--- config.mk ---
export PLATFORM = sky130hd
export DESIGN_NAME = light_timer_ctrl
export DESIGN_NICKNAME = d
export VERILOG_FILES = /design/src/rtl/light_pkg.sv /design/src/rtl/sw_debounce.sv /design/src/rtl/light_timer_ctrl.sv
export SDC_FILE = /design/constraint.sdc
export NUM_CORES = 1
export LEC_CHECK = 0
export ABC_AREA = 1
export CELL_PAD_IN_SITES_DETAIL_PLACEMENT = 0
export CELL_PAD_IN_SITES_GLOBAL_PLACEMENT = 1
export CORE_AREA = 2 2 49 51
export CTS_CLUSTER_DIAMETER = 100
export DETAILED_ROUTE_END_ITERATION = 10
export DIE_AREA = 0 0 51 53
export PLACE_DENSITY = 0.87
export SLEW_MARGIN = 10
export SYNTH_ARGS = -nofsm -noshare
export SYNTH_HDL_FRONTEND = slang
export SYNTH_SLANG_ARGS = --single-unit
--- constraint.sdc ---
create_clock -name i_clk -period 4.35 [get_ports i_clk]
set_input_delay 0.87 -clock i_clk [delete_from_list [all_inputs] [get_ports i_clk]]
set_output_delay 0.87 -clock i_clk [all_outputs]
set_load 0.05 [all_outputs]
--- src/rtl/light_pkg.sv ---
// Shared definitions for the room light controller: state encodings and
// default timing constants.
package light_pkg;

  typedef enum logic [1:0] {
    ST_OFF    = 2'd0,
    ST_MANUAL = 2'd1,
    ST_AUTO   = 2'd2,
    ST_WARN   = 2'd3
  } state_e;

  localparam int DB_CYC_DEF   = 4;
  localparam int DB_W_DEF     = 3;
  localparam int HOLD_CYC_DEF = 20;
  localparam int WARN_CYC_DEF = 5;
  localparam int TMR_W_DEF    = 5;

endpackage

--- src/rtl/sw_debounce.sv ---
// Push-switch conditioning: 2-flop synchronizer, stability counter and a
// one-cycle pulse on each accepted rising level.
module sw_debounce
  import light_pkg::*;
#(
  parameter int DB_CYC = DB_CYC_DEF,
  parameter int DB_W   = DB_W_DEF
) (
  input  logic i_clk,
  input  logic i_reset,
  input  logic i_sw,
  output logic o_level,
  output logic o_press
);

  localparam logic [DB_W-1:0] DB_LAST = DB_W'(DB_CYC - 1);

  logic            sync1_q, sync2_q;
  logic [DB_W-1:0] cnt_q, cnt_d;
  logic            level_q, level_d;
  logic            level_dly_q;

  always_comb begin
    cnt_d   = '0;
    level_d = level_q;
    if (sync2_q != level_q) begin
      // Accept the new level once it has differed for DB_CYC consecutive edges.
      if (cnt_q == DB_LAST) begin
        level_d = sync2_q;
        cnt_d   = '0;
      end else begin
        cnt_d = cnt_q + 1'b1;
      end
    end
  end

  always_ff @(posedge i_clk or negedge i_reset) begin
    if (!i_reset) begin
      sync1_q     <= 1'b0;
      sync2_q     <= 1'b0;
      cnt_q       <= '0;
      level_q     <= 1'b0;
      level_dly_q <= 1'b0;
    end else begin
      sync1_q     <= i_sw;
      sync2_q     <= sync1_q;
      cnt_q       <= cnt_d;
      level_q     <= level_d;
      level_dly_q <= level_q;
    end
  end

  assign o_level = level_q;
  assign o_press = level_q & ~level_dly_q;

endmodule

--- src/rtl/light_timer_ctrl.sv ---
// Room light sequencer: manual toggle from the debounced switch, motion-driven
// timed auto-on with a blinking warning phase before switch-off.
module light_timer_ctrl
  import light_pkg::*;
#(
  parameter int DB_CYC   = DB_CYC_DEF,
  parameter int DB_W     = DB_W_DEF,
  parameter int HOLD_CYC = HOLD_CYC_DEF,
  parameter int WARN_CYC = WARN_CYC_DEF,
  parameter int TMR_W    = TMR_W_DEF
) (
  input  logic       i_clk,
  input  logic       i_reset,
  input  logic       i_OnOffSW,
  input  logic       i_motion,
  output logic       o_light,
  output logic [1:0] o_state,
  output logic       o_warn
);

  localparam logic [TMR_W-1:0] HOLD_V = TMR_W'(HOLD_CYC);
  localparam logic [TMR_W-1:0] WARN_V = TMR_W'(WARN_CYC);

  logic             press;
  logic             sw_level_unused;
  logic             mot_s1_q, mot_s2_q;
  state_e           state_q, state_d;
  logic [TMR_W-1:0] timer_q, timer_d;
  logic [TMR_W-1:0] tmr_dec;

  sw_debounce #(
    .DB_CYC (DB_CYC),
    .DB_W   (DB_W)
  ) u_sw_debounce (
    .i_clk   (i_clk),
    .i_reset (i_reset),
    .i_sw    (i_OnOffSW),
    .o_level (sw_level_unused),
    .o_press (press)
  );

  always_ff @(posedge i_clk or negedge i_reset) begin
    if (!i_reset) begin
      mot_s1_q <= 1'b0;
      mot_s2_q <= 1'b0;
      state_q  <= ST_OFF;
      timer_q  <= '0;
    end else begin
      mot_s1_q <= i_motion;
      mot_s2_q <= mot_s1_q;
      state_q  <= state_d;
      timer_q  <= timer_d;
    end
  end

  assign tmr_dec = timer_q - 1'b1;

  // Press has priority over motion in every state.
  always_comb begin
    state_d = state_q;
    timer_d = timer_q;
    unique case (state_q)
      ST_OFF: begin
        if (press) begin
          state_d = ST_MANUAL;
        end else if (mot_s2_q) begin
          state_d = ST_AUTO;
          timer_d = HOLD_V;
        end
      end
      ST_MANUAL: begin
        timer_d = '0;
        if (press) state_d = ST_OFF;
      end
      ST_AUTO: begin
        if (press) begin
          state_d = ST_MANUAL;
          timer_d = '0;
        end else if (mot_s2_q) begin
          timer_d = HOLD_V;
        end else begin
          timer_d = tmr_dec;
          if (tmr_dec <= WARN_V) state_d = ST_WARN;
        end
      end
      ST_WARN: begin
        if (press) begin
          state_d = ST_MANUAL;
          timer_d = '0;
        end else if (mot_s2_q) begin
          state_d = ST_AUTO;
          timer_d = HOLD_V;
        end else begin
          timer_d = tmr_dec;
          if (tmr_dec == '0) state_d = ST_OFF;
        end
      end
      default: begin
        state_d = ST_OFF;
        timer_d = '0;
      end
    endcase
  end

  // Warning blink follows the timer LSB so it toggles every cycle.
  always_comb begin
    o_light = 1'b0;
    unique case (state_q)
      ST_MANUAL, ST_AUTO: o_light = 1'b1;
      ST_WARN:            o_light = timer_q[0];
      default:            o_light = 1'b0;
    endcase
  end

  assign o_state = state_q;
  assign o_warn  = (state_q == ST_WARN);

endmodule

======== Yosys cells after proc, flatten, opt, wreduce, memory -nomap -nowiden ========
Cells that the tools add are included.
operators by class
  $add $sub $neg .......................... 2
  magnitude comparators ................... 1
  eq/ne operators ......................... 12
  multiplexer cells ....................... 18
  bitwise operators ....................... 2
  reduce and logical (&&, ||, !) cells .... 7
operators with widths
  cell                                                                              count
  5-bit 2-to-1 mux                                                                  4
  2-bit 2-to-1 mux                                                                  9
  5-bit one-hot mux with 3 select lines                                             1
  3-bit inequality test, second input constant                                      3
  2-bit one-hot mux with 4 select lines                                             1
  3-bit 2-to-1 mux                                                                  2
  2-bit inequality test, second input constant                                      3
  5-bit by 3-bit less-or-equal comparator with 1-bit output, second input constant  1
  5-bit logical NOT                                                                 1
  5-bit AND reduction                                                               1
  5-bit by 1-bit subtractor with 5-bit output, second input constant                1
  2-bit == test, second input constant                                              2
  4-bit by 1-bit inequality test with 1-bit output, second input constant           1
  2-bit AND reduction                                                               2
  2-bit OR reduction                                                                2
  3-bit by 1-bit adder with 3-bit output, second input constant                     1
  3-bit by 2-bit == test with 1-bit output, second input constant                   1
  2-bit by 1-bit == test with 1-bit output, second input constant                   1
  2-bit logical NOT                                                                 1
  1-bit one-hot mux with 2 select lines                                             1
  1-bit AND                                                                         1
  1-bit inequality test                                                             1
  1-bit NOT                                                                         1
word-level totals
  register bits ........................... 16
  output and inout bits ................... 4
  logic and storage cells ................. 51

======== Logic depth before layout (Yosys ltp) ========
Gate-level depths: netlist of run 1.
  word-level depth ........................ 6
  mapped depth ............................ 11
  gate-level depth less buffers ........... 11

======== Hierarchy ========
Synthesis of run 1 repeated with hierarchy kept, for this count alone.
second synthesis, totals
  cell total of the unflattened synthesis .. 111
  area, all modules ....................... 922.1 sq um
by module, submodules not included
  module            times used  cells each  area an instance (sq um)  seq. area each (sq um)
  light_timer_ctrl  1           84          654.4                     225.2
  sw_debounce       1           27          267.8                     175.2

======== Least setup slack after synthesis of run 1 ========
OpenSTA, ideal clock, no wires.
  kind .................................... register to output
  start point ............................. register state_q[1], in the netlist o_state[1]
  end point ............................... output port o_light
  arrival time ............................ 2123 ps
  required time ........................... 3480 ps
  setup slack ............................. 1357 ps
  stages on the path, launching flop included .. 4
  buffers on the path ..................... 0
  path through ............................ dfrtp_1 ha_1 a21oi_1 nor2_1
on the way
  elaborated cells between the ends (all ways) .. 5
  classes of those cells .................. eq/ne (3); mux (1); reduce/logical (1)
RTL lines
  item                                   line                     text
  start: declaration                     light_timer_ctrl.sv:27   state_e state_q, state_d;
  start signal: assignment               light_timer_ctrl.sv:51   state_q <= state_d;
  2-bit == test                          n/a
  named net o_warn                       light_timer_ctrl.sv:18   output logic o_warn
  1-bit one-hot mux with 2 select lines  light_timer_ctrl.sv:108  unique case (state_q)
  end: declaration                       light_timer_ctrl.sv:16   output logic o_light,
The timed path passes the listed nets, and every way through them passes these cells.

======== Worst setup path after layout of run 1 ========
  start point ............................. register state_q[1], in the netlist o_state[1]
  end point ............................... output port o_light
on the way
  longest elaborated chain between the ends .. 3
  elaborated cells between the ends (all ways) .. 5
  classes of those cells .................. eq/ne (3); mux (1); reduce/logical (1)
RTL lines
  item                                                                              line
  2-bit == test / 2-bit by 1-bit == test with 1-bit output (equally long branches)  light_timer_ctrl.sv:108
  2-bit OR reduction                                                                light_timer_ctrl.sv:108
  1-bit one-hot mux with 2 select lines (*)                                         light_timer_ctrl.sv:108
Every way passes the cells marked *; elsewhere a longest branch is shown, timed or not.

==> impl.org, run 1 <==
** Outcome
- The run finished with clean final reports.

** Detailed routing
- The detail route stage leaves a number of antenna-violating nets equal to 0.
- The routed layout has 718 vias.
- Sum of routed wire length over all layers :: 1710 um
- WL per Instance :: 11.7 um
- DRC marker count from the first detailed-route iteration :: 23
- Detail-routed via count per cell :: 4.88
- Residual DRC count :: 0
- First-pass iteration count of the detailed router :: 4

** Final layout
- Number of standard cells in the layout, taps in and fillers out :: 147
- Multi-input logic area :: 462 um^2
- FF+latch area :: 400 um^2
- The number of antenna diodes in the final layout is 0.
- Relative to the synthesized area, the layout overhead comes to 15.0%.
- Fill cell total of the finished layout :: 210
- Measured on the finished design, the core utilization comes to 50.3%.
- Layout Nets :: 133
- The library cells used most frequently in the layout, excluding fill and tap cells, are sky130_fd_sc_hd__nand2_1, sky130_fd_sc_hd__dfrtp_1, sky130_fd_sc_hd__inv_1.
- Fraction of layout cells with a size suffix above 1 :: 19.3%
- Leading cell type in the layout, fill and taps excluded :: sky130_fd_sc_hd__nand2_1

** Floorplanning
- Row generation in the floorplan step produced 17 rows.
- Area of the die :: 2700 um^2
- Die span in y :: 53 um
- Core Footprint :: 2150 um^2
- 8 I/O pins were placed.
- The die is 51 um wide.
- Starting Density :: 43.7%

** Clock network
- Num CTS Buffers :: 3
- Post-CTS clock slew at the launch and capture registers of the worst setup and hold paths :: 0.11 ns
- In this run, post-CTS repair resized a total of 0 instances.
- TritonCTS clock tree :: done
- In this run the post-CTS setup repair buffer count came out at 0.
- Quantity of hold-fixing buffers added after cts :: 0
- No sink is reached through more buffers than the 2 on the longest clock path.
- Clock Tree Root :: sky130_fd_sc_hd__clkbuf_4
- The clock drives 16 sinks.
- The clock reaches the later pin of the worst-skew pair after 0.29 ns.
- In this run the number of H-tree levels came out at 1.

** Placed design
- At the end of routability-driven placement, the weighted congestion stood at 0.811.
- Cell Count Post-Placement :: 143
- The wire-length estimate of the detail-placed layout is 1340 um.
- Port Buf Inserts :: 7

** Timing
- The final critical path takes up 70.1% of the cycle.
- Final Hold Violating Endpoints :: 0
- Final setup violation count :: 0
- Adding up every negative setup slack in the final design gives 0 ns.
- Minimum clock period after layout :: 3.05 ns
- For the pin with the worst max-slew slack, the measured transition is 0.717 ns.
- Setup clock skew after layout :: 0.0141 ns
- Setup repair after global routing left no endpoint under its margin.
- Final max-slew violation count :: 0
- Headroom to the max-slew limit came out at 52.1%.
- Maximum clock frequency :: 0.328 GHz

** Synthesis
- Avg Cell Area, Syn :: 8.70 um^2
- Most area-consuming cells after synthesis :: sky130_fd_sc_hd__dfrtp_1, sky130_fd_sc_hd__ha_1, sky130_fd_sc_hd__nand2_1, sky130_fd_sc_hd__inv_1, sky130_fd_sc_hd__nor2_1
- In this run, distinct cell masters in the synthesized netlist total 26.
- Synthesis inferred 16 register bits.
- sky130_fd_sc_hd__dfrtp_1 takes more of the synthesized area than any other cell.
- Yosys warning total :: 0
- Sequential elements use 42.6% of the synthesized area.
- Number of instances in the synthesized netlist :: 108
- Mapped Nets :: 121
- Number of synthesized flops with an enable pin :: 0
- The share of synthesized area in the top cell type comes to 42.6%.
- Summing every instance area after synthesis gives 940 um^2.
- Most frequently used flop master after synthesis :: sky130_fd_sc_hd__dfrtp_1
- Counting flops with an async set or reset pin after synthesis yields a share of 100%.

** Flow run
- Across the run, the number of max-cap violations was 0.

** GRT
- Vias in the first global route :: 719
- The first global-routing pass estimated 3000 um of wire.
- Summed over all layers, the global routing overflow is 0.
- Pin count of the biggest net entering global routing :: 17
- The initial antenna violation count came to 0.
- Global routing usage summed across all routing layers :: 15.3%

** Critical path
- The signal on the critical path passes through inv_1, ha_1, a21oi_1, nor2_1, clkdlybuf4s50_1.
- Cell family contributing the most delay on the critical path :: buffers and inverters
- The slowest stage of the critical path belongs to the cell sky130_fd_sc_hd__clkdlybuf4s50_1.
- For the worst setup path, the data arrival time is 2.18 ns.
- Worst R2R Path Depth :: 11
- The worst setup path is launched from a flop.
- The worst setup path is captured at an output pin.
- STA puts the critical path data required time at 3.48 ns.
- The worst setup path is of the flop to output pin kind.
- In this run the worst path has a maximum fanout of 7.
- Critical path's largest stage delay :: 0.80 ns
- Counting buffers and inverters, the worst setup path is 5 cells deep.
- The critical path contains buffers and inverters numbering 2 combined.

** Min path
- Worst hold path depth :: 0
- The tightest min-delay check is of the flop to flop type.

** Pwr
- Dividing total power by cell area gives a power density of 778 nW/um^2.
- In this run the static leakage power is 0.519 nW.
- IR Drop Worst-Case VDD :: 378 uV
-- Yosys cell counts (2+ instances only) --
master	n
sky130_fd_sc_hd__nor2_1	7
sky130_fd_sc_hd__o21ai_0	3
sky130_fd_sc_hd__inv_1	13
sky130_fd_sc_hd__nor2_2	2
sky130_fd_sc_hd__nand2_2	4
sky130_fd_sc_hd__a22oi_1	2
sky130_fd_sc_hd__o22ai_1	2
sky130_fd_sc_hd__nand4_1	4
sky130_fd_sc_hd__a21oi_1	4
sky130_fd_sc_hd__nand3_1	5
sky130_fd_sc_hd__inv_2	6
sky130_fd_sc_hd__ha_1	9
sky130_fd_sc_hd__dfrtp_1	16
sky130_fd_sc_hd__nand2_1	19
-- layout make-up --
| type | instances | share of cell area, % |
|---|---|---|
| multi-input cells | 72 | 42.7 |
| flip-flops and latches | 16 | 37.0 |
| inverters | 20 | 7.18 |
| repair buffers | 7 | 6.48 |
| clock buffers | 4 | 3.36 |
| well taps | 28 | 3.24 |
-- where the power goes --
group | leakage [nW] | internal (mW) | switching [mW] | total (mW)
combinational | 0.301 | 0.178 | 0.321 | 0.499
sequential | 0.197 | 0.195 | 0.0454 | 0.241
clock | 0.0210 | 0.0510 | 0.0508 | 0.102
total | 0.519 | 0.424 | 0.418 | 0.841
-- through the flow --
| step | cell area (um^2) | setup WS [ns] | total power, mW | hold WS, ns |
|---|---|---|---|---|
| final | 1080 | 1.30 | 0.841 | 0.364 |
| after global routing | 1080 | 1.18 | 0.923 | 0.375 |
| after CTS | 1080 | 1.30 | 0.850 | 0.367 |
| after detailed placement | 1040 | 1.64 | 0.745 | 0.345 |
| after global placement | 1040 | 1.72 | 0.728 | 0.333 |
| after floorplan | 940 | 1.36 | 0.630 | 0.331 |
-- flip-flops by register name, summed over array words and instances, names as in the netlist --
name	cells
timer_q	5
u_sw_debounce.cnt_q	3
o_state	2
mot_s1_q	1
mot_s2_q	1
u_sw_debounce.level_dly_q	1
u_sw_debounce.o_level	1
u_sw_debounce.sync1_q	1
u_sw_debounce.sync2_q	1
-- worst register-to-register path, stage by stage, from the launching register on --
cell                      delay [ns]
sky130_fd_sc_hd__dfrtp_1        0.48
sky130_fd_sc_hd__inv_2          0.12
sky130_fd_sc_hd__ha_1           0.23
sky130_fd_sc_hd__inv_2          0.04
sky130_fd_sc_hd__nand2_1        0.05
sky130_fd_sc_hd__nand2_1        0.10
sky130_fd_sc_hd__nor2_2         0.09
sky130_fd_sc_hd__nand3_1        0.09
sky130_fd_sc_hd__nand2_2        0.10
sky130_fd_sc_hd__nand3_2        0.08
sky130_fd_sc_hd__nand2_1        0.06
sky130_fd_sc_hd__nand2_1        0.05
-- path summary, 6_finish.rpt --
check | from | endpoint | slack (ns)
max in group asynchronous | i_reset | timer_q[3]$_DFFE_PN0P_ | 2.89
hold reg to reg | mot_s1_q$_DFF_PN0_ | mot_s2_q$_DFF_PN0_ | 0.36
setup reg to reg | timer_q[0]$_DFFE_PN0P_ | o_state[1]$_DFFE_PN0P_ | 2.78
hold / removal | mot_s1_q$_DFF_PN0_ | mot_s2_q$_DFF_PN0_ | 0.36
min in group asynchronous | i_reset | timer_q[0]$_DFFE_PN0P_ | 0.99
setup / recovery | o_state[1]$_DFFE_PN0P_ | o_light | 1.30
-- logic make-up (layout without fill, tap and decap cells) --
logic type | Yosys count | in the layout | share of synthesized area [%]
flip-flops | 16 | 16 | 42.6
buffers and inverters | 20 | 31 | 8.26
AND/OR/NAND/NOR | 47 | 47 | 25.6
adder cells (fa/ha/maj) | 9 | 9 | 12.0
AO/OA/AOI/OAI | 15 | 15 | 10.7
XOR/XNOR | 1 | 1 | 0.932
-- per-layer routing --
layer | wire length (um) | vias up | GRT usage [%] | share of wire (%)
met5 | 0 | - | 0 | 0
met1 | 784 | 335 | 18.3 | 46
met4 | 19 | 0 | 6.76 | 1.1
met3 | 48 | 4 | 1.69 | 2.8
met2 | 860 | 9 | 27.5 | 50
li1 | - | 370 | - | -
Power figures use the tool's default switching activity.
==> run 2, diff against run 1 <==
- CORE_AREA: 2 2 49 51 -> 2 2 51 53
- DIE_AREA: 0 0 51 53 -> 0 0 53 55
- PLACE_DENSITY: 0.87 -> 0.81
- clock period: 4.35 -> 2.99 ns (I/O delays scaled with it)
==> run 2 against run 1 <==
  * Design area grew 0.23%
  * Non-clock buffer count did not move
  * Clock-buffer cell count is the same
  * Cell count rose by 1.4%
  * Routed wire length shrank 0.76%
  * Critical endpoint unchanged
==> impl.org, run 2 (synthesized netlist as in run 1, its figures left out) <==
** Clock network
- Number of H-tree branching levels :: 1 (unchanged)
- Num CTS Buffers :: 3 (unchanged)
- The maximum buffer depth of the clock tree was 2 (unchanged).
- The quantity of gates resized following cts is 0 (unchanged).
- The cts-stage hold buffer count was 0 (unchanged).
- Sinks on Clock Net :: 16 (unchanged)
- Post-CTS clock slew at the launch and capture registers of the worst setup and hold paths :: 0.10 ns (was 0.11 ns)
- Clk Latency, worst-skew pair :: 0.29 ns (about the same)
- Clock Tree Root :: sky130_fd_sc_hd__clkbuf_4 (unchanged)
- The CTS tree is done (unchanged).
- The number of buffers added for setup after CTS was 0 (unchanged).

** Floorplanning
- The total die area came to 2920 um^2 (was 2700 um^2).
- The width of the die is 53 um (was 51 um).
- The height of the die was 55 um (was 53 um).
- The area of the core came to 2360 um^2 (was 2150 um^2).
- Boundary Pins :: 8 (unchanged)
- The row count came to 18 (was 17).
- Starting Density :: 39.7% (was 43.7%)

** GRT
- The number of global-route vias before repair came to 736 (was 719).
- The all-layer global routing usage is 14.8% (was 15.3%).
- Antenna violations before repair :: 0 (unchanged)
- Pin count of the biggest net entering global routing :: 17 (unchanged)
- Wire length of the first global-routing pass :: 3120 um (was 3000 um)
- The total grt overflow came to 0 (unchanged).

** Detailed routing
- Via count :: 731 (was 718)
- The post-route DRC violation count was 0 (unchanged).
- Sum of routed wire length over all layers :: 1700 um (was 1710 um)
- WL per Instance :: 11.4 um (was 11.7 um)
- The mean number of vias per cell came to 4.91 (was 4.88).
- The first-pass iteration count of the detailed router came to 4 (unchanged).
- DRC marker count from the first detailed-route iteration :: 19 (was 23)
- Remaining number of nets flagged by the antenna check after routing :: 0 (unchanged)

** Min path
- Type of the worst min-delay path :: flop to flop (unchanged)

** Final layout
- Most flops, register :: timer_q (unchanged)
- Max reg flops :: 5 (unchanged)
- Leading cell type in the layout, fill and taps excluded :: sky130_fd_sc_hd__nand2_1 (unchanged)
- Fill cell total of the finished layout :: 248 (was 210)
- The antenna diode instance count was 0 (unchanged).
- Fraction of layout cells with a size suffix above 1 :: 19.3% (unchanged)
- Highest-count cells in the layout ignoring fill and taps :: sky130_fd_sc_hd__nand2_1, sky130_fd_sc_hd__dfrtp_1, sky130_fd_sc_hd__inv_1 (unchanged)
- The number of nets at the end of the flow is 133 (unchanged).
- Layout-stage area growth over the synthesis result :: 15.3% (was 15.0%)
- The core utilization of the finished layout is 45.8% (was 50.3%).

** Timing
- In the finished design, the share of the clock period the worst path needs comes to 91.4%.
- Derived from the worst setup path, the maximum achievable clock frequency is 0.366 GHz.
- Setup TNS :: 0 ns (unchanged)
- The worst-margin pin slew is 0.704 ns (was 0.717 ns).
- Final max-slew violation count :: 0 (unchanged)
- The worst-case headroom to the max-slew limit came to 52.9% (was 52.1%).
- Worst hold-check slack :: 0.369 ns (was 0.364 ns)
- Least setup slack across all paths after layout :: 0.256 ns (was 1.30 ns)
- Final Hold Violating Endpoints :: 0 (unchanged)
- The routed design could run at a clock period as short as 2.73 ns.
- RSZ-0062 raised after global routing :: no (unchanged)
- Setup clock skew after layout :: 0.00911 ns (was 0.0141 ns)
- The final number of setup-violating endpoints was 0 (unchanged).

** Critical path
- The launch point of the critical path was o_state[1]$_DFFE_PN0P_ (unchanged).
- Kind of end point of the critical path :: output pin (unchanged)
- The startpoint of the worst register-to-register path is timer_q[0]$_DFFE_PN0P_ (unchanged).
- The highest net fanout along the worst path is 7 (unchanged).
- The critical setup path kind is flop to output pin (unchanged).
- Required time at the worst-slack endpoint :: 2.39 ns (was 3.48 ns)
- The length in cells of the worst reg-to-reg path came to 10 (was 11).
- The capturing instance or port of the critical path is o_light (unchanged).
- Cell family contributing the most delay on the critical path :: buffers and inverters (unchanged)
- The cell count along the critical path is 5 (unchanged).
- The category of the worst setup path launch point is a flop (unchanged).
- R2R Path End :: o_state[1]$_DFFE_PN0P_ (unchanged)
- The arrival time reported for the critical path endpoint was 2.14 ns (was 2.18 ns).
- The worst-path cell with the longest stage delay is sky130_fd_sc_hd__clkdlybuf4s50_1 (unchanged).
- The setup slack of the most critical reg-to-reg path came to 1.40 ns (was 2.78 ns).
- Cell Chain, Critical Path :: inv_1, ha_1, a21oi_1, nor2_1, clkdlybuf4s50_1 (unchanged)
- The critical path buffer and inverter count is 2 (unchanged).
- The delay contributed by the slowest stage of the critical path came to 0.80 ns (about the same).

** Outcome
- Run status: complete, no violations (unchanged).

** Placed design
- HPWL reported at the end of detailed placement :: 1340 um (about the same)
- Post-placement setup slack :: 0.567 ns (was 1.64 ns)
- The last weighted congestion value of the routability-driven placer came to 0.870 (was 0.811).
- Port Buf Inserts :: 7 (unchanged)

** Pwr
- The maximum vdd ir drop was 577 uV (was 378 uV).
- Leakage power total :: 0.519 nW (unchanged)
- PwrDens :: 1130 nW/um^2 (was 778 nW/um^2)
- Total Power :: 1.22 mW (was 0.841 mW)

** Flow run
- The count of maximum capacitance violations came to 0 (unchanged).
## run 2: cell counts in the layout (fill, tap and decap cells not counted)
No cell type changed its count.
## run 2: report_power, final
part	leakage (nW)	internal, mW	switching, mW	total (mW)
logic	0.301	0.257	0.471	0.728
registers	0.197	0.284	0.0650	0.349
clock network	0.0210	0.0741	0.0699	0.144
## run 2: worst min path at each step
stage | slack (ns) | endpoint | from | cells after the start
3_5_place_dp | 0.34 | mot_s2_q$_DFF_PN0_ | mot_s1_q$_DFF_PN0_ | 0
2_1_floorplan | 0.30 | mot_s1_q$_DFF_PN0_ | i_reset | 0
5_1_grt | 0.38 | u_sw_debounce.sync2_q$_DFF_PN0_ | u_sw_debounce.sync1_q$_DFF_PN0_ | 0
4_1_cts | 0.37 | u_sw_debounce.sync2_q$_DFF_PN0_ | u_sw_debounce.sync1_q$_DFF_PN0_ | 0
6_report | 0.37 | u_sw_debounce.sync2_q$_DFF_PN0_ | u_sw_debounce.sync1_q$_DFF_PN0_ | 0
3_3_place_gp | 0.33 | mot_s2_q$_DFF_PN0_ | mot_s1_q$_DFF_PN0_ | 0
## run 2: cell type report
type / count / area (um^2) / share of cell area (%)
multi-input combinational: 72 / 462 / 42.6
sequential: 16 / 400 / 37.0
inverter: 20 / 77.6 / 7.16
timing repair buffer: 7 / 70.1 / 6.47
tap: 30 / 37.5 / 3.46
clock buffer: 4 / 36.3 / 3.35
## run 2: routing by layer
metal  track usage (%)  up-vias  share of wire, %
met4              3.85        0                 0
li1                  -      366                 -
met2              25.6       18                48
met5                 0        -                 0
met1              19.4      347                48
met3              2.42        0               4.1
## run 2: worst reg2reg max path, stage by stage (launching register included)
cell and delay [ns]:
sky130_fd_sc_hd__dfrtp_1 0.48, sky130_fd_sc_hd__inv_2 0.08, sky130_fd_sc_hd__ha_1 0.25, sky130_fd_sc_hd__nand2_1 0.08, sky130_fd_sc_hd__nand2_1 0.09, sky130_fd_sc_hd__nor2_2 0.09, sky130_fd_sc_hd__nand3_1 0.10, sky130_fd_sc_hd__nand2_2 0.10
sky130_fd_sc_hd__nand3_2 0.09, sky130_fd_sc_hd__nand2_1 0.06, sky130_fd_sc_hd__nand2_1 0.05
## run 2: per-stage QoR
| step | cell area, um^2 | instances |
|---|---|---|
| 4_1_cts | 1080 | 149 |
| 3_3_place_gp | 1050 | 145 |
| 5_1_grt | 1080 | 149 |
| 3_5_place_dp | 1050 | 145 |
| 2_1_floorplan | 940 | 108 |
| 6_report | 1080 | 149 |
==> run 3, diff against run 2 <==
- CTS_CLUSTER_DIAMETER: 100 -> 200
==> results of run 3 <==
Same layout as run 2: the final DEF is identical, and so are final timing and power.
